===== src/rtl/rst_seq.sv =====
// Reset sequencer: asserts core/I2C resets asynchronously, releases core, then I2C, then Ready.
// Latency: Ready rises SYNC_STAGES+HOLD_CYCLES+STAGGER_CYCLES+2 edges after Rst_n release.
// Backpressure: none; SwRst is level-sampled and only honoured while running.
module rst_seq #(
    parameter int SYNC_STAGES    = 2,
    parameter int HOLD_CYCLES    = 16,
    parameter int STAGGER_CYCLES = 4,
    parameter int SW_RST_CYCLES  = 8
) (
    input  logic       Clk,
    input  logic       Rst_n,
    input  logic       SwRst,
    output logic       RstCore_n,
    output logic       RstI2c_n,
    output logic       Ready,
    output logic [1:0] RstCause
);

    // Catch illegal parameterisations at elaboration time.
    if (SYNC_STAGES < 2 || SYNC_STAGES > 4) begin : g_bad_sync
        $error("rst_seq: SYNC_STAGES must be 2..4");
    end
    if (HOLD_CYCLES < 1 || HOLD_CYCLES > 255) begin : g_bad_hold
        $error("rst_seq: HOLD_CYCLES must be 1..255");
    end
    if (STAGGER_CYCLES < 1 || STAGGER_CYCLES > 255) begin : g_bad_stagger
        $error("rst_seq: STAGGER_CYCLES must be 1..255");
    end
    if (SW_RST_CYCLES < 1 || SW_RST_CYCLES > 255) begin : g_bad_swrst
        $error("rst_seq: SW_RST_CYCLES must be 1..255");
    end

    // FSM encoding
    localparam logic [2:0] ST_RESET   = 3'd0;
    localparam logic [2:0] ST_HOLD    = 3'd1;
    localparam logic [2:0] ST_STAGGER = 3'd2;
    localparam logic [2:0] ST_RUN     = 3'd3;
    localparam logic [2:0] ST_SWRST   = 3'd4;

    // Reset cause codes
    localparam logic [1:0] CAUSE_NONE = 2'b00;
    localparam logic [1:0] CAUSE_EXT  = 2'b01;
    localparam logic [1:0] CAUSE_SW   = 2'b10;

    // Counter reload values: a phase of N cycles counts N-1 down to 0.
    localparam logic [7:0] HOLD_LOAD    = 8'(HOLD_CYCLES - 1);
    localparam logic [7:0] STAGGER_LOAD = 8'(STAGGER_CYCLES - 1);
    localparam logic [7:0] SW_LOAD      = 8'(SW_RST_CYCLES - 1);

    logic [SYNC_STAGES-1:0] sync_q;
    logic                   sync_done;

    logic [2:0] state_q, state_d;
    logic [7:0] cnt_q,   cnt_d;
    logic       core_q,  core_d;
    logic       i2c_q,   i2c_d;
    logic       rdy_q,   rdy_d;
    logic [1:0] cause_q, cause_d;
    logic       cnt_zero;

    // Deassertion synchronizer: shifts in a constant 1, cleared immediately by Rst_n.
    always_ff @(posedge Clk or negedge Rst_n) begin
        if (!Rst_n) begin
            sync_q <= '0;
        end else begin
            sync_q <= {sync_q[SYNC_STAGES-2:0], 1'b1};
        end
    end

    assign sync_done = sync_q[SYNC_STAGES-1];
    assign cnt_zero  = (cnt_q == 8'd0);

    // Next-state and next-output decode; outputs are registered so they never glitch.
    always_comb begin
        state_d = state_q;
        cnt_d   = cnt_q;
        core_d  = core_q;
        i2c_d   = i2c_q;
        rdy_d   = rdy_q;
        cause_d = cause_q;
        case (state_q)
            ST_RESET: begin
                if (sync_done) begin
                    state_d = ST_HOLD;
                    cnt_d   = HOLD_LOAD;
                    cause_d = CAUSE_EXT;
                end
            end
            ST_HOLD: begin
                if (cnt_zero) begin
                    state_d = ST_STAGGER;
                    core_d  = 1'b1;
                    cnt_d   = STAGGER_LOAD;
                end else begin
                    cnt_d = cnt_q - 8'd1;
                end
            end
            ST_STAGGER: begin
                if (cnt_zero) begin
                    state_d = ST_RUN;
                    i2c_d   = 1'b1;
                end else begin
                    cnt_d = cnt_q - 8'd1;
                end
            end
            ST_RUN: begin
                // A held request re-enters SWRST before Ready can rise again.
                if (SwRst) begin
                    state_d = ST_SWRST;
                    i2c_d   = 1'b0;
                    rdy_d   = 1'b0;
                    cnt_d   = SW_LOAD;
                    cause_d = CAUSE_SW;
                end else begin
                    rdy_d = 1'b1;
                end
            end
            ST_SWRST: begin
                // Core stays out of reset; Ready follows one edge after RUN re-entry.
                if (cnt_zero) begin
                    state_d = ST_RUN;
                    i2c_d   = 1'b1;
                end else begin
                    cnt_d = cnt_q - 8'd1;
                end
            end
            default: begin
                // Unreachable encodings fall back to a fully reset, restartable state.
                state_d = ST_RESET;
                cnt_d   = 8'd0;
                core_d  = 1'b0;
                i2c_d   = 1'b0;
                rdy_d   = 1'b0;
            end
        endcase
    end

    // State, shared counter and output flops, all cleared asynchronously by Rst_n.
    always_ff @(posedge Clk or negedge Rst_n) begin
        if (!Rst_n) begin
            state_q <= ST_RESET;
            cnt_q   <= 8'd0;
            core_q  <= 1'b0;
            i2c_q   <= 1'b0;
            rdy_q   <= 1'b0;
            cause_q <= CAUSE_NONE;
        end else begin
            state_q <= state_d;
            cnt_q   <= cnt_d;
            core_q  <= core_d;
            i2c_q   <= i2c_d;
            rdy_q   <= rdy_d;
            cause_q <= cause_d;
        end
    end

    assign RstCore_n = core_q;
    assign RstI2c_n  = i2c_q;
    assign Ready     = rdy_q;
    assign RstCause  = cause_q;

endmodule


===== config.mk =====
export PLATFORM = sky130hd
export DESIGN_NAME = rst_seq
export DESIGN_NICKNAME = d
export VERILOG_FILES = /design/src/rtl/rst_seq.sv
export SDC_FILE = /design/constraint.sdc
export NUM_CORES = 1
export LEC_CHECK = 0
export BUFFER_PORTS_ARGS = -buffer_cell sky130_fd_sc_hd__buf_2
export CORE_MARGIN = 3
export CORE_UTILIZATION = 52
export DETAILED_ROUTE_END_ITERATION = 10
export PLACE_DENSITY = 0.73
export SYNTH_ARGS = -nofsm -noshare
export SYNTH_HDL_FRONTEND = slang
export SYNTH_SLANG_ARGS = --single-unit
export TNS_END_PERCENT = 30

===== constraint.sdc =====
create_clock -name Clk -period 2.1 [get_ports Clk]
set_input_delay 0.42 -clock Clk [delete_from_list [all_inputs] [get_ports Clk]]
set_output_delay 0.42 -clock Clk [all_outputs]
set_load 0.1 [all_outputs]

# After elaboration in Yosys (flattened, before gate mapping)
# Index checks and enable logic that the tools add are counted.
[totals]
inputBits = 3
elab_cells = 50
register_bits = 18
out_inout_bits = 5
[classes]
n_bitwise = 2
n_reduce_logical = 12
muxes = 19
addsub = 1
eq_ne = 9
[op_table]
columns = ["operator", "count"]
rows = [
  ["2-to-1 mux 8 bit", 4],
  ["case mux 8 bit (4 select lines)", 1],
  ["2-to-1 mux 3 bit", 4],
  ["case mux 3 bit (4 select lines)", 1],
  ["AND reduction 3 bit", 3],
  ["logical NOT 8 bit", 1],
  ["inequality test 2 bit (second input constant)", 4],
  ["OR reduction 4 bit", 2],
  ["subtractor 8 x 1 -> 8 bit (second input constant)", 1],
  ["== test 3 x 2 -> 1 bit (second input constant)", 2],
  ["2-to-1 mux 2 bit", 2],
  ["case mux 1 bit (2 select lines)", 2],
  ["case mux 2 bit (2 select lines)", 1],
  ["AND reduction 4 bit", 1],
  ["OR reduction 2 bit", 2],
  ["== test 3 x 1 -> 1 bit (second input constant)", 1],
  ["== test 3 bit (second input constant)", 1],
  ["logical NOT 3 bit", 1],
  ["2-to-1 mux 1 bit", 3],
  ["case mux 1 bit (3 select lines)", 1],
  ["inequality test 2 x 1 -> 1 bit (second input constant)", 1],
  ["NOT 1 bit", 2],
  ["AND reduction 2 bit", 1],
  ["nonzero test 2 bit", 1],
]

# Logic depth before layout (Yosys ltp)
# Gate-level depths: netlist of run 1.
[logic_depth]
word_depth = 4
mapped_depth = 8
depth_no_buf = 7

# Worst setup path after synthesis of run 1
# Ideal clock, no wire load.
[synth_timing]
path_type = "reg-to-reg"
startpoint = "register cnt_q[0]"
endpoint = "register cnt_q[3]"
path_buffers = 1
period_less_slack_ps = 2288
required_ps = 1979
setup_time_ps = 121
path_stages_with_launch = 9
t_arrival_ps = 2167
setup_slack_ps = -188
path_cell_list = "dfrtp_1 -> inv_1 -> ha_1 -> or4b_4 -> or4_1 -> buf_2 -> a31oi_4 -> o21ai_2 -> a22o_1"
[synth_between]
elab_chain_cells = 3
elab_cells_between_ends = 7
cone_classes = "add/sub: 1; eq/ne: 1; mux: 3; reduce/logical: 2"
[synth_rtl]
columns = ["item", "line_no", "rtl"]
rows = [
  ["from (decl)", "54", "logic [7:0] cnt_q, cnt_d;"],
  ["from (signal assigned)", "149", "cnt_q <= cnt_d;"],
  ["subtractor 8 x 1 -> 8 bit / logical NOT 8 bit (equally long branches)", "n/a", ""],
  ["2-to-1 mux 8 bit, or another cell as far along", "99, 120", ""],
  ["case mux 8 bit (4 select lines) / AND reduction 3 bit (equally long branches)", "n/a", ""],
]
# Parallel ways exist; a longest one is shown, timed or not. The select of a mux whose other input is x is not followed.
# A chain may end at the register's enable or synchronous reset.

# Worst setup path in the final report of run 1
[layout_timing]
startpoint = "register cnt_q[1]"
endpoint = "register cnt_q[4]"
# The elaborated chain is that of the path after synthesis.

==> results of run 1 <==
==> final timing paths <==
check | start | endpoint | slack, ns | cells past startpoint
worst max-delay path | cnt_q[1] | cnt_q[4] | -0.15 | 7
worst min-delay path | Rst_n | RstCore_n | 0.02 | 1
worst max register to register | cnt_q[1] | cnt_q[4] | -0.15 | 7
worst min register to register | sync_q[0] | sync_q[1] | 0.36 | 0
max in group asynchronous | Rst_n | cnt_q[3] | 1.78 | 1
min in group Clk | sync_q[0] | sync_q[1] | 0.36 | 0
==> cells by family after synthesis <==
kind of cell,count (synthesis),synth area share (%)
other,1,0.360
buffers and inverters,12,4.57
AOI/OAI and AO/OA,49,31.0
xor gates and xnor gates,3,2.52
adders and majority gates,2,2.16
DFF,18,43.3
and+or+nand+nor,32,16.1
==> final cells by class <==
class | count | area share (%)
Sequential cell | 18 | 35.1
Clock buffer | 4 | 2.83
Timing Repair Buffer | 27 | 14.4
Multi-Input combinational cell | 87 | 43.8
Inverter | 5 | 1.46
Tap cell | 25 | 2.44
==> power by group <==
| part | switching [uW] | total, uW | internal, uW |
|---|---|---|---|
| clock | 109 | 215 | 106 |
| sequential | 111 | 571 | 460 |
| combinational | 783 | 1330 | 551 |
| total | 1000 | 2120 | 1120 |
==> routing by layer <==
metal  track usage, %  share of wire (%)
met2             38.3                 46
met5                0                  0
met1             32.8                 48
met3             4.15                4.2
met4             7.62                1.6
==> registers in the layout, indices dropped and copies added (netlist names) <==
register / cells
RstCause: 2
RstI2c_n: 1
RstCore_n: 1
cnt_q: 8
state_q: 3
Ready: 1
sync_q: 2
==> stage by stage <==
| stage | hold slack [ns] | std cells | util (%) |
|---|---|---|---|
| 2_1_floorplan | 0.124 | 117 | - |
| 3_5_place_dp | 0.346 | 161 | 68.1 |
| 3_3_place_gp | 0.343 | 161 | 68.1 |
| 4_1_cts | 0.0334 | 166 | 71.2 |
| 6_report | 0.0237 | 166 | 71.3 |
| 5_1_grt | 0.0353 | 166 | 71.3 |
==> cells in the final DEF, fill, tap and decap left out, types with 2 or more instances in the layout <==
master    Yosys  final
dfrtp_1      18     18
o22ai_1       3      3
a31oi_1       3      3
inv_1         4      3
o21ai_1       0      3
o31ai_1       2      2
buf_2         2      7
o21ai_0       9      6
nor2_1        9      9
a22o_1        3      3
a21oi_1      17     17
nand2b_1      2      2
buf_4         0     20
nand2_1       7      7
nor3_1        5      5
clkbuf_4      0      3
xnor2_1       3      3
or4_1         3      2
==> repair_timing <==
item	in CTS	in global routing
hold buffers	0	0
hold endpoints to repair	0	0
resized for setup	3	2
endpoints found under the setup margin	10	10
pin swaps	0	1
setup buffers	1	0
cloned	0	0
==> synthesized netlist by cell type, drive strengths merged, types with 2 or more instances <==
cell | number | share of area (%)
dfrtp | 18 | 43
a21oi | 17 | 8.2
o21ai | 10 | 5.2
nor2 | 9 | 3.2
nand2 | 7 | 2.5
nor3 | 5 | 2.4
a31oi | 4 | 3.8
clkbuf | 4 | 1.4
inv | 4 | 1.4
a22o | 3 | 2.5
buf | 3 | 1.3
o22ai | 3 | 1.8
or4 | 3 | 2.2
xnor2 | 3 | 2.5
a2111oi | 2 | 1.7
a211oi | 2 | 1.4
nand2b | 2 | 1.2
nor4 | 2 | 1.2
o31ai | 2 | 1.4
==> out/results.txt, run 1 <==
FMAX - 445 MHz
RePlAce Congestion - 0.932
Max Cap Viol - 0
drt drc - 0
CP max stage delay - 0.48 ns
crit start category - flip-flop
Die Area - 0.00257 mm^2
Post-Syn Nets - 121
largest net degree at the start of global routing - 19
slowest stage cell on the critical path - or4b_4
I/O pin total - 8
via count - 1000
Peak VDD IR - 0.00102 V
first-pass GRT wire length - 4.60 mm
Yosys reg bits - 18
final WL - 2.57 mm
post-synth cell types - 36
Power per Cell Area - 1650 mW/mm^2
cell area after layout - 0.00128 mm^2
Max H-tree Level - 1
sequential share of the synthesized area - 43.3%
RSZ-0062 raised after global routing - true
Vias/cell - 6.02
Clock Pin Slew Worst Setup and Hold Paths - 0.11 ns
Multi-input gate area - 562 um^2
placed inst area - 0.00123 mm^2
# fillers - 152
Worst slew margin - 61.4%
Synth Warn # - 0
total power - 2120 uW
Setup Viol. Count Final - 9
Leakage - 0.000560 uW
Root Buffer - clkbuf_4
chip width - 50.7 um
CP endpoint kind - flip-flop
critical path class - reg -> reg
DP Wirelength - 1.96 mm
total grt overflow - 0
crit path cell chain - inv_1 -> ha_2 -> or4b_4 -> or4_4 -> a31oi_4 -> o21ai_1 -> a21o_1
1st-iter DRT viols - 47
CP bufs+invs - 1
Synth Instances - 117
delay-heaviest family, CP - simple AND/OR/NAND/NOR gates
CP Data Arrival Time - 2.44 ns
n_diodes - 0
failing checks - setup timing
overall routing resource usage - 23.9%
Synth Cell Area - 0.00104 mm^2
IO buf count - 7
Syn-to-layout area delta - 23.3%
asr flop ratio synth - 100%
Worst Setup Slack, final - -0.146 ns
worst skew pair latency - 0.30 ns
worst slew pin tran - 0.580 ns
Die Y - 50.7 um
Num CTS Buffers - 3
total clock sinks - 18
TritonCTS clock tree - done
Tcrit/Tclk final - 107%
dominant synthesized flop cell - dfrtp_1
syn avg cell area - 8.90 um^2
Post-Place Worst Slack - -0.160 ns
status - finished, violations left
hold crit path type - in -> async
drt wl/cell - 15.5 um
Period minus WS final - 2.25 ns
Rows - 15
Nets - 146
fraction of layout cells with a size suffix above 1 - 28.4%
antenna violations before repair - 0
vias in the first global route - 966
Antenna Violating Nets Remaining - 0
Core Region - 0.00180 mm^2
count of final max-slew check failures - 0
Critical Path RT - 2.29 ns
FF/Latch Area - 450 um^2
Initial Util - 57.8%
crit path max fanout - 5
maximum clock path buffer count - 2
Setup Skew - 0.0111 ns
DRT Pass-1 Iters - 5
final hold violation count - 0
TNS Setup - -0.777 ns
Post-synth EDFFs - 0
Power figures use the tool's default switching activity.
==> run 2, diff against run 1 <==
--- a/config.mk
+++ b/config.mk
@@ -6,6 +6,7 @@
 export NUM_CORES = 1
 export LEC_CHECK = 0
 export BUFFER_PORTS_ARGS = -buffer_cell sky130_fd_sc_hd__buf_2
+export CORE_ASPECT_RATIO = 0.7
 export CORE_MARGIN = 3
 export CORE_UTILIZATION = 52
 export DETAILED_ROUTE_END_ITERATION = 10
==> out/results.txt, run 2 (synthesis results as in run 1) <==
drt wl/cell - 17.0 um (was 15.5 um)
antenna violations before repair - 0 (unchanged)
RSZ-0062 raised after global routing - true (unchanged)
FMAX - 459 MHz (was 445 MHz)
largest net degree at the start of global routing - 19 (unchanged)
cell area after layout - 0.00127 mm^2 (was 0.00128 mm^2)
count of final max-slew check failures - 0 (unchanged)
Rows - 12 (was 15)
Reg2Reg Setup Slack - -0.08 ns (was -0.15 ns)
DP Wirelength - 1.96 mm (about the same)
CP max stage delay - 0.48 ns (about the same)
vias in the first global route - 946 (was 966)
Antenna Violating Nets Remaining - 0 (unchanged)
final hold violation count - 0 (unchanged)
R2R Path End - cnt_q[4] (unchanged)
Period minus WS final - 2.18 ns (was 2.25 ns)
hold crit path type - in -> async (unchanged)
placed inst area - 0.00120 mm^2 (was 0.00123 mm^2)
via count - 1003 (was 1000)
Die Y - 43.4 um (was 50.7 um)
Global Route met3 Usage - 7.44% (was 4.15%)
IO buf count - 7 (unchanged)
CP Data Arrival Time - 2.36 ns (was 2.44 ns)
biggest regs - cnt_q (8), state_q (3) (unchanged)
FF-to-FF path depth - 7 (unchanged)
Largest register FFs - 8 (unchanged)
total grt overflow - 0 (unchanged)
Clock Pin Slew Worst Setup and Hold Paths - 0.10 ns (was 0.11 ns)
FF/Latch Area - 450 um^2 (unchanged)
Num CTS Buffers - 3 (unchanged)
first-pass GRT wire length - 4.60 mm (about the same)
chip width - 59.5 um (was 50.7 um)
gr busiest metal - met2 (unchanged)
hold buffer count at CTS - 0 (unchanged)
commonest non-fill, non-tap cell in the layout - dfrtp_1 (was buf_4)
final WL - 2.70 mm (was 2.57 mm)
overall routing resource usage - 23.7% (was 23.9%)
delay-heaviest family, CP - simple AND/OR/NAND/NOR gates (unchanged)
TNS Setup - -0.281 ns (was -0.777 ns)
fraction of layout cells with a size suffix above 1 - 28.3% (was 28.4%)
RePlAce Congestion - 0.898 (was 0.932)
CP startpoint - cnt_q[0] (was cnt_q[1])
1st-iter DRT viols - 74 (was 47)
TritonCTS clock tree - done (unchanged)
I/O pin total - 8 (unchanged)
Max H-tree Level - 1 (unchanged)
total power - 2120 uW (about the same)
# fillers - 118 (was 152)
grt met2 use - 37.0% (was 38.3%)
worst skew pair latency - 0.30 ns (about the same)
Largest Register - cnt_q (unchanged)
Reg2Reg Launch Point - cnt_q[0] (was cnt_q[1])
Setup Skew - 0.0110 ns (was 0.0111 ns)
Core Region - 0.00173 mm^2 (was 0.00180 mm^2)
Initial Util - 60.3% (was 57.8%)
slowest stage cell on the critical path - or4b_4 (unchanged)
Syn-to-layout area delta - 21.8% (was 23.3%)
drt drc - 0 (unchanged)
CP bufs+invs - 1 (unchanged)
Peak VDD IR - 0.00106 V (was 0.00102 V)
n_diodes - 0 (unchanged)
Worst Setup Slack, final - -0.0796 ns (was -0.146 ns)
Nets - 144 (was 146)
CP endpoint kind - flip-flop (unchanged)
Multi-input gate area - 576 um^2 (was 562 um^2)
critical path class - reg -> reg (unchanged)
DRT Pass-1 Iters - 4 (was 5)
Die Area - 0.00258 mm^2 (was 0.00257 mm^2)
Root Buffer - clkbuf_4 (unchanged)
crit path max fanout - 5 (unchanged)
met1 Use GR - 31.9% (was 32.8%)
total clock sinks - 18 (unchanged)
Vias/cell - 6.31 (was 6.02)
Max Cap Viol - 0 (unchanged)
crit start category - flip-flop (unchanged)
Tcrit/Tclk final - 104% (was 107%)
status - finished, violations left (unchanged)
Critical Path RT - 2.28 ns (was 2.29 ns)
Leakage - 0.000547 uW (was 0.000560 uW)
Power per Cell Area - 1670 mW/mm^2 (was 1650 mW/mm^2)
most frequent cells in the layout - dfrtp_1 (18), a21oi_1 (17), buf_4 (17) (was buf_4 (20), dfrtp_1 (18), a21oi_1 (17))
maximum clock path buffer count - 2 (unchanged)
Final Core Density - 73.4% (was 71.3%)
crit path cell chain - inv_2 -> ha_4 -> or4b_4 -> or4_4 -> a31oi_4 -> o21ai_1 -> a21o_1 (was inv_1 -> ha_2 -> or4b_4 -> or4_4 -> a31oi_4 -> o21ai_1 -> a21o_1)
failing checks - setup timing (unchanged)
Setup Viol. Count Final - 7 (was 9)
==> run 2: cell types whose count changed in the layout (fill, tap and decap cells not counted), sizes merged <==
cell / delta
buf: -2
clkbuf: -1
==> run 2: where the power goes <==
part,switching [uW],internal (uW),leakage (uW)
Sequential,125,460,0.000221
Combinational,795,567,0.000313
Clock,104,66.8,0.0000138
Total,1030,1090,0.000547
==> run 2: worst max path at each step <==
stage / endpoint / slack (ns) / depth (start not counted)
final: cnt_q[4] / -0.08 / 7
after global routing: state_q[0] / -0.15 / 7
after CTS: cnt_q[3] / -0.05 / 7
after detailed placement: cnt_q[3] / -0.08 / 7
after global placement: cnt_q[3] / -0.04 / 7
after floorplan: cnt_q[3] / -0.14 / 8
==> run 2: stage by stage <==
stage / hold slack [ns] / std cells / worst slack, ns
floorplan: 0.124 / 117 / -0.141
global placement: 0.336 / 154 / -0.0383
detailed placement: 0.352 / 154 / -0.0819
CTS: 0.0476 / 158 / -0.0473
global route: 0.0418 / 159 / -0.147
finish: 0.0288 / 159 / -0.0796
==> run 2: worst reg2reg max path: cells and delay by family (launching register included) <==
kind | cells | cell delay [ns]
flip-flops | 1 | 0.40
adder cells (fa/ha/maj) | 1 | 0.12
buffers and inverters | 1 | 0.08
AO/OA/AOI/OAI | 3 | 0.51
AND/OR/NAND/NOR | 2 | 0.96
==> run 2: layout make-up <==
| cell class | count | area share [%] |
|---|---|---|
| clock buffer | 3 | 1.78 |
| inverter | 5 | 1.48 |
| tap | 21 | 2.07 |
| sequential | 18 | 35.5 |
| multi-input combinational | 87 | 45.4 |
| timing repair buffer | 25 | 13.7 |
==> run 2: per-layer routing <==
| metal | routed length [um] | vias up |
|---|---|---|
| li1 | - | 481 |
| met1 | 1200 | 468 |
| met2 | 1210 | 47 |
| met3 | 257 | 7 |
| met4 | 37 | 0 |
| met5 | 0 | - |
==> run 2: timing repair <==
action                     CTS  global route
buffers inserted             1             1
setup endpoints to repair    9            10
pin swaps                    2             0
gates resized for setup      5             4
==> run 3, diff against run 2 <==
--- a/config.mk
+++ b/config.mk
@@ -8,9 +8,8 @@
 export BUFFER_PORTS_ARGS = -buffer_cell sky130_fd_sc_hd__buf_2
 export CORE_ASPECT_RATIO = 0.7
 export CORE_MARGIN = 3
-export CORE_UTILIZATION = 52
+export CORE_UTILIZATION = 30
 export DETAILED_ROUTE_END_ITERATION = 10
-export PLACE_DENSITY = 0.73
 export SYNTH_ARGS = -nofsm -noshare
 export SYNTH_HDL_FRONTEND = slang
 export SYNTH_SLANG_ARGS = --single-unit
==> out/results.txt, run 3 (synthesis results as in run 1) <==
status - finished, violations left (unchanged)
failing checks - setup timing (unchanged)
IO buf count - 7 (unchanged)
CP bufs+invs - 1 (unchanged)
FMAX - 453 MHz (was 459 MHz)
Leakage - 0.000583 uW (was 0.000547 uW)
antenna violations before repair - 0 (unchanged)
crit path max fanout - 5 (unchanged)
Setup Viol. Count Final - 8 (was 7)
Antenna Violating Nets Remaining - 0 (unchanged)
Vias/cell - 5.34 (was 6.31)
RePlAce Congestion - 0.844 (was 0.898)
Critical Path RT - 2.25 ns (was 2.28 ns)
I/O pin total - 8 (unchanged)
Setup Skew - 0.00874 ns (was 0.0110 ns)
Clock Pin Slew Worst Setup and Hold Paths - 0.08 ns (was 0.10 ns)
chip width - 76.4 um (was 59.5 um)
final WL - 2.75 mm (was 2.70 mm)
critical path depth - 7 (unchanged)
total grt overflow - 0 (unchanged)
Max H-tree Level - 1 (unchanged)
Max Cap Viol - 0 (unchanged)
DRT Pass-1 Iters - 4 (unchanged)
fraction of layout cells with a size suffix above 1 - 32.6% (was 28.3%)
Die Area - 0.00422 mm^2 (was 0.00258 mm^2)
overall routing resource usage - 13.4% (was 23.7%)
count of final max-slew check failures - 0 (unchanged)
Largest register FFs - 8 (unchanged)
biggest regs - cnt_q (8), state_q (3) (unchanged)
final hold violation count - 0 (unchanged)
CP max stage delay - 0.49 ns (was 0.48 ns)
vias in the first global route - 939 (was 946)
Post-Place Worst Slack - -0.150 ns (was -0.0819 ns)
CP Data Arrival Time - 2.36 ns (about the same)
hold crit path type - in -> async (unchanged)
Worst Setup Slack, final - -0.110 ns (was -0.0796 ns)
Core Region - 0.00323 mm^2 (was 0.00173 mm^2)
Layout Cells excl Fill - 191 (was 159)
worst slew pin tran - 0.532 ns
via count - 1019 (was 1003)
FF-to-FF path depth - 7 (unchanged)
commonest non-fill, non-tap cell in the layout - buf_4 (was dfrtp_1)
TritonCTS clock tree - done (unchanged)
drt wl/cell - 14.4 um (was 17.0 um)
total clock sinks - 18 (unchanged)
1st-iter DRT viols - 79 (was 74)
largest net degree at the start of global routing - 19 (unchanged)
CP endpoint kind - flip-flop (unchanged)
worst skew pair latency - 0.26 ns (was 0.30 ns)
Period minus WS final - 2.21 ns (was 2.18 ns)
Num CTS Buffers - 3 (unchanged)
maximum clock path buffer count - 2 (unchanged)
Reg2Reg Setup Slack - -0.11 ns (was -0.08 ns)
Worst slew margin - 64.4%
Die Y - 55.3 um (was 43.4 um)
most frequent cells in the layout - buf_4 (23), dfrtp_1 (18), a21oi_1 (15) (was dfrtp_1 (18), a21oi_1 (17), buf_4 (17))
Initial Util - 32.2% (was 60.3%)
crit start category - flip-flop (unchanged)
critical path class - reg -> reg (unchanged)
Root Buffer - clkbuf_8 (was clkbuf_4)
RSZ-0062 raised after global routing - true (unchanged)
delay-heaviest family, CP - simple AND/OR/NAND/NOR gates (unchanged)
Rows - 17 (was 12)
n_diodes - 0 (unchanged)
drt drc - 0 (unchanged)
Largest Register - cnt_q (unchanged)
DP Wirelength - 1.96 mm (about the same)
Tcrit/Tclk final - 105% (was 104%)
Nets - 149 (was 144)
Power per Cell Area - 1640 mW/mm^2 (was 1670 mW/mm^2)
crit path cell chain - inv_2 -> ha_4 -> or4b_4 -> or4_4 -> a31oi_4 -> o21ai_2 -> a22o_1 (was inv_2 -> ha_4 -> or4b_4 -> or4_4 -> a31oi_4 -> o21ai_1 -> a21o_1)
Syn-to-layout area delta - 32.1% (was 21.8%)
Placed Cells - 183 (was 154)
Peak VDD IR - 0.000572 V (was 0.00106 V)
slowest stage cell on the critical path - or4_4 (was or4b_4)
first-pass GRT wire length - 4.54 mm (was 4.60 mm)
run 3: layout make-up:
cell class	instances	area [um^2]
multi-input cells	87	584
clock buffers	4	55.1
repair buffers	30	208
fillers	345	1860
inverters	5	18.8
well taps	47	58.8
flip-flops and latches	18	450
run 3: power by group:
group / internal, uW / switching (uW)
logic: 591 / 810
registers: 461 / 111
clock network: 167 / 121
total: 1220 / 1040
run 3: per-layer routing:
metal | global-route usage, % | wire length [um]
met1 | 20.0 | 1440
met4 | 3.88 | 17
met5 | 0 | 0
met3 | 4.23 | 138
met2 | 18.3 | 1150
run 3: worst paths after layout:
path,from,endpoint
min,Rst_n,cnt_q[2]
min in group Clk,sync_q[0],sync_q[1]
max,cnt_q[1],cnt_q[3]
max in group asynchronous,Rst_n,state_q[1]
min reg2reg,sync_q[0],sync_q[1]
max reg2reg,cnt_q[1],cnt_q[3]
run 3: metrics by stage:
step	cell area [um^2]	power, uW	util (%)	hold slack (ns)	TNS [ns]
global placement	1250	1850	38.8	0.336	-0.365
global route	1380	2440	42.5	0.121	-1.26
detailed placement	1250	1840	38.8	0.341	-0.868
CTS	1330	2170	41.0	0.101	-0.837
floorplan	1050	1440	-	0.124	-0.441
finish	1380	2260	42.5	0.0876	-0.568
run 3: timing repair:
item,in CTS,in global routing
cloned,0,0
endpoints found under the hold margin,0,0
setup buffers,2,2
resized for setup,2,8
setup endpoints to repair,8,11
pin swaps,2,2
hold buffers,0,0
